[config.mk]
export PLATFORM = sky130hd
export DESIGN_NAME = switch_debounce
export DESIGN_NICKNAME = d
export VERILOG_FILES = /design/src/rtl/switch_debounce.sv
export SDC_FILE = /design/constraint.sdc
export NUM_CORES = 1
export LEC_CHECK = 0
export ABC_AREA = 1
export BUFFER_PORTS_ARGS = -buffer_cell sky130_fd_sc_hd__buf_2
export CAP_MARGIN = 25
export CORE_UTILIZATION = 67
export DETAILED_ROUTE_END_ITERATION = 12
export HOLD_SLACK_MARGIN = 0.12
export PLACE_DENSITY = 0.94
export SETUP_SLACK_MARGIN = 0.1
export SYNTH_ARGS = -nofsm -noshare
export SYNTH_HDL_FRONTEND = slang
export SYNTH_SLANG_ARGS = --single-unit
[constraint.sdc]
create_clock -name clk -period 3.14 [get_ports clk]
set_input_delay 0.314 -clock clk [delete_from_list [all_inputs] [get_ports clk]]
set_output_delay 0.314 -clock clk [all_outputs]
set_load 0.02 [all_outputs]
[src/rtl/switch_debounce.sv]
// Purpose: two-flop synchronise and debounce each raw switch bit into a clean level, plus edge pulses and a settled flag.
// Latency: a held input change reaches x_out, rise/fall and changed on edge STABLE_CYCLES+1 after its first sampling edge.
// Backpressure: none; free-running every cycle, outputs are levels or one-cycle pulses with no handshake.
module switch_debounce #(
  parameter int WIDTH         = 8,
  parameter int CNT_W         = 20,
  parameter int STABLE_CYCLES = 1000000
) (
  input  logic             clk,
  input  logic             rst_n,
  input  logic [WIDTH-1:0] sw_in,
  output logic [WIDTH-1:0] x_out,
  output logic [WIDTH-1:0] rise,
  output logic [WIDTH-1:0] fall,
  output logic             changed,
  output logic             settled
);

  localparam longint MAX_STABLE = (longint'(1) << CNT_W) - 1;

  // Reject thresholds the counter cannot represent at elaboration time.
  if ((longint'(STABLE_CYCLES) < 1) || (longint'(STABLE_CYCLES) > MAX_STABLE)) begin : g_bad_stable
    $error("switch_debounce: STABLE_CYCLES out of range for CNT_W");
  end

  // Terminal count: a mismatch seen while the counter holds this value commits.
  localparam logic [CNT_W-1:0] LAST = CNT_W'(STABLE_CYCLES - 1);

  typedef enum logic {
    IDLE    = 1'b0,
    PENDING = 1'b1
  } ch_state_t;

  logic [WIDTH-1:0]            s1;
  logic [WIDTH-1:0]            s2;
  logic [WIDTH-1:0][CNT_W-1:0] cnt_q;
  logic [WIDTH-1:0][CNT_W-1:0] cnt_d;
  ch_state_t                   state_q [WIDTH];
  ch_state_t                   state_d [WIDTH];
  logic [WIDTH-1:0]            x_d;
  logic [WIDTH-1:0]            rise_d;
  logic [WIDTH-1:0]            fall_d;
  logic                        settled_c;

  // Two-flop synchroniser; only s2 is trusted downstream.
  always_ff @(posedge clk or negedge rst_n) begin
    if (!rst_n) begin
      s1 <= '0;
      s2 <= '0;
    end else begin
      s1 <= sw_in;
      s2 <= s1;
    end
  end

  // Per-channel debounce state, counters, debounced level and edge pulses.
  always_ff @(posedge clk or negedge rst_n) begin
    if (!rst_n) begin
      state_q <= '{default: IDLE};
      cnt_q   <= '0;
      x_out   <= '0;
      rise    <= '0;
      fall    <= '0;
      changed <= 1'b0;
    end else begin
      state_q <= state_d;
      cnt_q   <= cnt_d;
      x_out   <= x_d;
      rise    <= rise_d;
      fall    <= fall_d;
      changed <= |(rise_d | fall_d);
    end
  end

  // Next-state: a match drops back to IDLE (glitch rejected); a mismatch
  // counts up and commits on the terminal count. With STABLE_CYCLES=1 the
  // first mismatch from IDLE commits directly.
  always_comb begin
    cnt_d  = cnt_q;
    x_d    = x_out;
    rise_d = '0;
    fall_d = '0;
    for (int i = 0; i < WIDTH; i++) begin
      state_d[i] = state_q[i];
      case (state_q[i])
        IDLE: begin
          if (s2[i] != x_out[i]) begin
            if (cnt_q[i] == LAST) begin
              x_d[i]    = s2[i];
              rise_d[i] = s2[i];
              fall_d[i] = ~s2[i];
              cnt_d[i]  = '0;
            end else begin
              cnt_d[i]   = cnt_q[i] + 1'b1;
              state_d[i] = PENDING;
            end
          end else begin
            cnt_d[i] = '0;
          end
        end
        PENDING: begin
          if (s2[i] == x_out[i]) begin
            cnt_d[i]   = '0;
            state_d[i] = IDLE;
          end else if (cnt_q[i] == LAST) begin
            x_d[i]     = s2[i];
            rise_d[i]  = s2[i];
            fall_d[i]  = ~s2[i];
            cnt_d[i]   = '0;
            state_d[i] = IDLE;
          end else begin
            cnt_d[i] = cnt_q[i] + 1'b1;
          end
        end
        default: begin
          cnt_d[i]   = '0;
          state_d[i] = IDLE;
        end
      endcase
    end
  end

  // Settled when no channel has a pending count; built from registers only.
  always_comb begin
    settled_c = 1'b1;
    for (int i = 0; i < WIDTH; i++) begin
      if (cnt_q[i] != '0) settled_c = 1'b0;
    end
  end

  assign settled = settled_c;

endmodule
-- Yosys cells after proc, flatten, opt, wreduce, memory -nomap -nowiden
Index checks and enable logic that the tools add are counted.
- reduce and logical (&&, ||, !) cells: 17
- mux-type cells: 168
- add/subtract/negate cells: 8
- bitwise logic cells: 17
- eq/ne operators: 40
- operators with widths (cell ; count):
    $mux 20 ; 24
    $pmux 20 s2 ; 8
    $add 20x1->20 const B ; 8
    $eq 20x20->1 const B ; 8
    $reduce_bool 20->1 ; 8
    $mux 1 ; 104
    $pmux 1 s2 ; 32
    $ne 2x2->1 const B ; 16
    $not 1->1 ; 16
    $reduce_and 2->1 ; 8
    $eq 1x1->1 ; 8
    $ne 1x1->1 ; 8
    $or 8x8->8 ; 1
    $reduce_or 8->1 ; 1
- input bits: 10
- flip-flop bits (word level): 209

-- Depth between registers and ports, before layout
- depth after elaboration: 9
- mapped depth: 10

-- Worst setup path before layout
OpenSTA, ideal clock, no wires.
- path type: reg2out
- start point: register cnt_q[120] (netlist name)
- end point: output port settled
- required time: 2.826 ns
- cell stages (with the launch flop): 9
- path slack: 1.533 ns
- arrival: 1.293 ns
- path through: dfrtp_1 inv_1 ha_1 nand4_1 nor2_1 nand2_1 nor2_1 nand3_1 nor2_1
- cells in the longest elaborated chain, start to end: 3
- RTL lines (item ; RTL line ; text):
    start, declared ; 36 ; logic [WIDTH-1:0][CNT_W-1:0] cnt_q;
    start signal, assigned ; 67 ; cnt_q <= cnt_d;
    $reduce_bool 20->1 ; 127 ; if (cnt_q[i] != '0) settled_c = 1'b0;
    $mux 1 (2 in a row) ; 127 ;
    end, declared ; 16 ; output logic settled
No other way between the ends.

-- Final worst setup path
- start point: register cnt_q[12] (netlist name)
- end point: output port settled
- cells in the longest elaborated chain, start to end: 9
- RTL lines (item ; RTL line):
    $reduce_bool 20->1 ; 127
    $mux 1 (8 in a row) ; 127
No other way between the ends.

==> results.md <==
* Storage cell area at 5030 µm²
* Peak clock frequency supported by timing at 410.8 MHz
* RSZ-0062 raised after global routing: false
* Buffer cell driving the clock tree root: sky130_fd_sc_hd__clkbuf_16
* First-iteration detailed-routing DRC count at 931
* Core region area at 15310 µm²
* Endpoint type of the worst setup path: primary output
* Main area contributors after synthesis: sky130_fd_sc_hd__dfrtp_1, sky130_fd_sc_hd__nor2_1, sky130_fd_sc_hd__nand2_1
* Final count of pins violating max slew at 0
* Overall Global Routing Usage at 0.3116
* Count of clock tree sinks at 201
* Buffers inserted during post-CTS setup optimization at 0
* Number of buffers inserted during clock tree synthesis at 21
* Outcome: completed
* Buffers on Ports at 35
* Die footprint at 16340 µm²
* CTS H-tree lvls at 1
* CTS clock-pin slew for the worst setup and hold paths at 60 ps
* Detail Route Antenna Nets at 0
* Fraction of layout cells with a size suffix above 1 at 0.08581
* Number of standard-cell rows in the floorplan at 45
* Average detailed-routed wire length per instance at 14.33 µm
* Syn nets at 1426
* Length in cells of the worst reg-to-reg path at 10
* Clock tree from TritonCTS: done
* Total congestion overflow after global routing at 0
* Worst clock skew at 15.71 ps
* Mapped Avg Cell Area at 7.575 µm²
* HPWL after detailed placement at 17120 µm
* Setup-failing EPs final at 0
* Peak supply drop at 0.5116 mV
* Required time at the worst-slack endpoint at 2830 ps
* Maxcap violations at 0
* Gate Count Post-Synth at 1400
* Vertical die dimension at 127.8 µm
* Maximum net fanout on the critical path at 4
* Final-layout setup total negative slack at 0 ps
* Worst hold path depth at 0
* Worst r2r src: cnt_q[67]
* Clock insertion delay at the later pin of the skew report at 500 ps
* Overall power of the completed layout at 5344 µW
* Die width at 127.8 µm
* First-pass GRT wire length at 41190 µm
* Number of nets in the finished design at 1493
* Largest net degree at the start of global routing at 75
* Worst-Margin Slew at 621.9 ps
* Start point of the worst hold path: s1[4]
* Last weighted congestion value of the routability-driven placer at 0.9535
* Share of synthesized area occupied by flip-flops and latches at 0.4743
* WS Path Type: reg -> out
* Final routed DRC violation total at 0
* Area share of the largest cell type after synthesis at 0.4743
* Tmin final at 2434 ps
* Sum of routed wire length over all layers at 24240 µm
* Antenna violations before repair at 0
* Min-Delay Endpoint: s2[4]
* Number of warnings issued by yosys at 0
* Distinct cells, synth at 34
* Most common cell after layout, fill and taps aside: sky130_fd_sc_hd__nor2_1
* Leakage power at 0.005640 µW
* Count of vias placed by the detailed router at 9569
* Worst reg2reg setup slack at 1170 ps
* Per-cell via count in the routed design at 5.659
* Clock buffer depth at 3
* Commonest cells after routing, fill and taps aside: sky130_fd_sc_hd__nor2_1, sky130_fd_sc_hd__nand2_1, sky130_fd_sc_hd__dfrtp_1
* Crit path arrival time at 2120 ps
* Type of the most critical hold path: reg -> reg
* Number of iterations in the first detailed-routing pass at 5
* Filler cell count in the final layout at 1022
* Worst flop-to-flop path endpoint: cnt_q[63]
* Initial core utilization at 0.6925
* Setup crit start kind: flop
* Diode count at 0
* Cell Pwr Density at 451.5 nW/µm²
* Number of global-route vias before repair at 9094
* Multi-input combinational cell area at 4751 µm²
* Share of the clock period used by the worst path after layout at 0.7752
* Io pins at 36
* Synth Cell Area at 10610 µm²
* Number of flip-flops and latches in the synthesized netlist at 201
* Fin Hold WS at 350.1 ps
* Hold Vio Cnt, Final at 0
* Signed area change from the synthesized netlist to the final layout at 11.61%
* Remaining max-slew budget at the tightest pin at 0.5854
* Top cell type by total area after synthesis: sky130_fd_sc_hd__dfrtp_1
-- flip-flops by register name (all words and copies together) (netlist names) --
signal,count
s2,8
rise,8
changed,1
s1,8
x_out,8
fall,8
cnt_q,160
-- timing repair --
action / in CTS / in global routing
hold endpoints to repair: 78 / 0
resized for setup: 0 / 0
hold buffers: 9 / 0
-- logic make-up (layout without fill, tap and decap cells) --
| family | Yosys count | in the layout | synth area share |
|---|---|---|---|
| compound gates | 75 | 75 | 0.03752 |
| simple gates | 849 | 849 | 0.3569 |
| xor+xnor | 42 | 42 | 0.03469 |
| buf+inv | 217 | 297 | 0.07775 |
| fa+ha+maj | 16 | 16 | 0.01888 |
| flops | 201 | 201 | 0.4743 |
-- critical path, stage by stage, from the launching register on --
cell and delay [ps]:
sky130_fd_sc_hd__dfrtp_1 420, sky130_fd_sc_hd__inv_1 130, sky130_fd_sc_hd__nand2_1 80, sky130_fd_sc_hd__nor3_1 220, sky130_fd_sc_hd__nand4_1 190, sky130_fd_sc_hd__nor2_1 130, sky130_fd_sc_hd__nand2_1 70, sky130_fd_sc_hd__nor2_1 180
sky130_fd_sc_hd__buf_2 200
-- Yosys cell counts --
master	n
sky130_fd_sc_hd__nand2_2	6
sky130_fd_sc_hd__or2_0	1
sky130_fd_sc_hd__nor3b_1	11
sky130_fd_sc_hd__nand3b_2	1
sky130_fd_sc_hd__nand3b_1	4
sky130_fd_sc_hd__dfrtp_1	201
sky130_fd_sc_hd__a211oi_1	3
sky130_fd_sc_hd__buf_2	2
sky130_fd_sc_hd__nand2_4	3
sky130_fd_sc_hd__nor2_1	323
sky130_fd_sc_hd__inv_1	197
sky130_fd_sc_hd__nand4_1	39
sky130_fd_sc_hd__nor2_4	3
sky130_fd_sc_hd__nand3_1	85
sky130_fd_sc_hd__nor2_2	11
sky130_fd_sc_hd__nor3_2	3
sky130_fd_sc_hd__xnor2_1	9
sky130_fd_sc_hd__ha_1	16
sky130_fd_sc_hd__nor3_4	5
sky130_fd_sc_hd__nand2_1	270
sky130_fd_sc_hd__nor2b_1	1
sky130_fd_sc_hd__o21ai_1	15
sky130_fd_sc_hd__nand3_2	4
sky130_fd_sc_hd__or2_2	2
sky130_fd_sc_hd__buf_4	2
sky130_fd_sc_hd__o21ai_0	12
sky130_fd_sc_hd__nor3_1	68
sky130_fd_sc_hd__o211ai_1	4
sky130_fd_sc_hd__nor4_1	6
sky130_fd_sc_hd__xor2_1	33
sky130_fd_sc_hd__a21oi_1	37
sky130_fd_sc_hd__inv_2	16
sky130_fd_sc_hd__nand4_2	3
sky130_fd_sc_hd__a31oi_1	4
-- worst max path at each step --
stage / slack (ps) / depth (start not counted) / start / to
6_report: 710 / 8 / cnt_q[12] / settled
5_1_grt: 590 / 9 / cnt_q[80] / settled
4_1_cts: 720 / 9 / cnt_q[120] / settled
3_5_place_dp: 1210 / 10 / cnt_q[67] / cnt_q[63]
3_3_place_gp: 1260 / 10 / cnt_q[67] / cnt_q[63]
2_1_floorplan: 1530 / 8 / cnt_q[120] / settled
-- where the power goes --
group | total, µW | internal (µW) | leakage, µW | switching, µW
Sequential | 2660 | 2630 | 0.00275 | 33.1
Clock | 2450 | 1450 | 0.000334 | 994
Combinational | 240 | 73.1 | 0.00255 | 166
-- per-layer routing --
| metal | up-vias | wire length, µm | GRT usage |
|---|---|---|---|
| met5 | - | 0 | 0 |
| met4 | 0 | 854 | 0.1080 |
| met3 | 93 | 1888 | 0.05384 |
| met2 | 441 | 11270 | 0.5125 |
| met1 | 4474 | 10230 | 0.4206 |
| li1 | 4561 | - | - |
-- per-stage QoR --
step / worst slack, ps / std cells / utilization / cell area [µm²]
2_1_floorplan: 1533 / 1400 / - / 10610
3_3_place_gp: 1257 / 1646 / 0.7229 / 11070
3_5_place_dp: 1211 / 1646 / 0.7229 / 11070
4_1_cts: 720.3 / 1691 / 0.7729 / 11840
5_1_grt: 590.6 / 1691 / 0.7729 / 11840
6_report: 705.8 / 1691 / 0.7729 / 11840
-- layout make-up --
type	count	area share
clock inverters	4	0.004123
multi-input cells	982	0.4014
flip-flops and latches	201	0.4249
inverters	213	0.06755
repair buffers	48	0.02674
well taps	211	0.02230
clock buffers	32	0.05296
(Power assumes the default switching activity.)
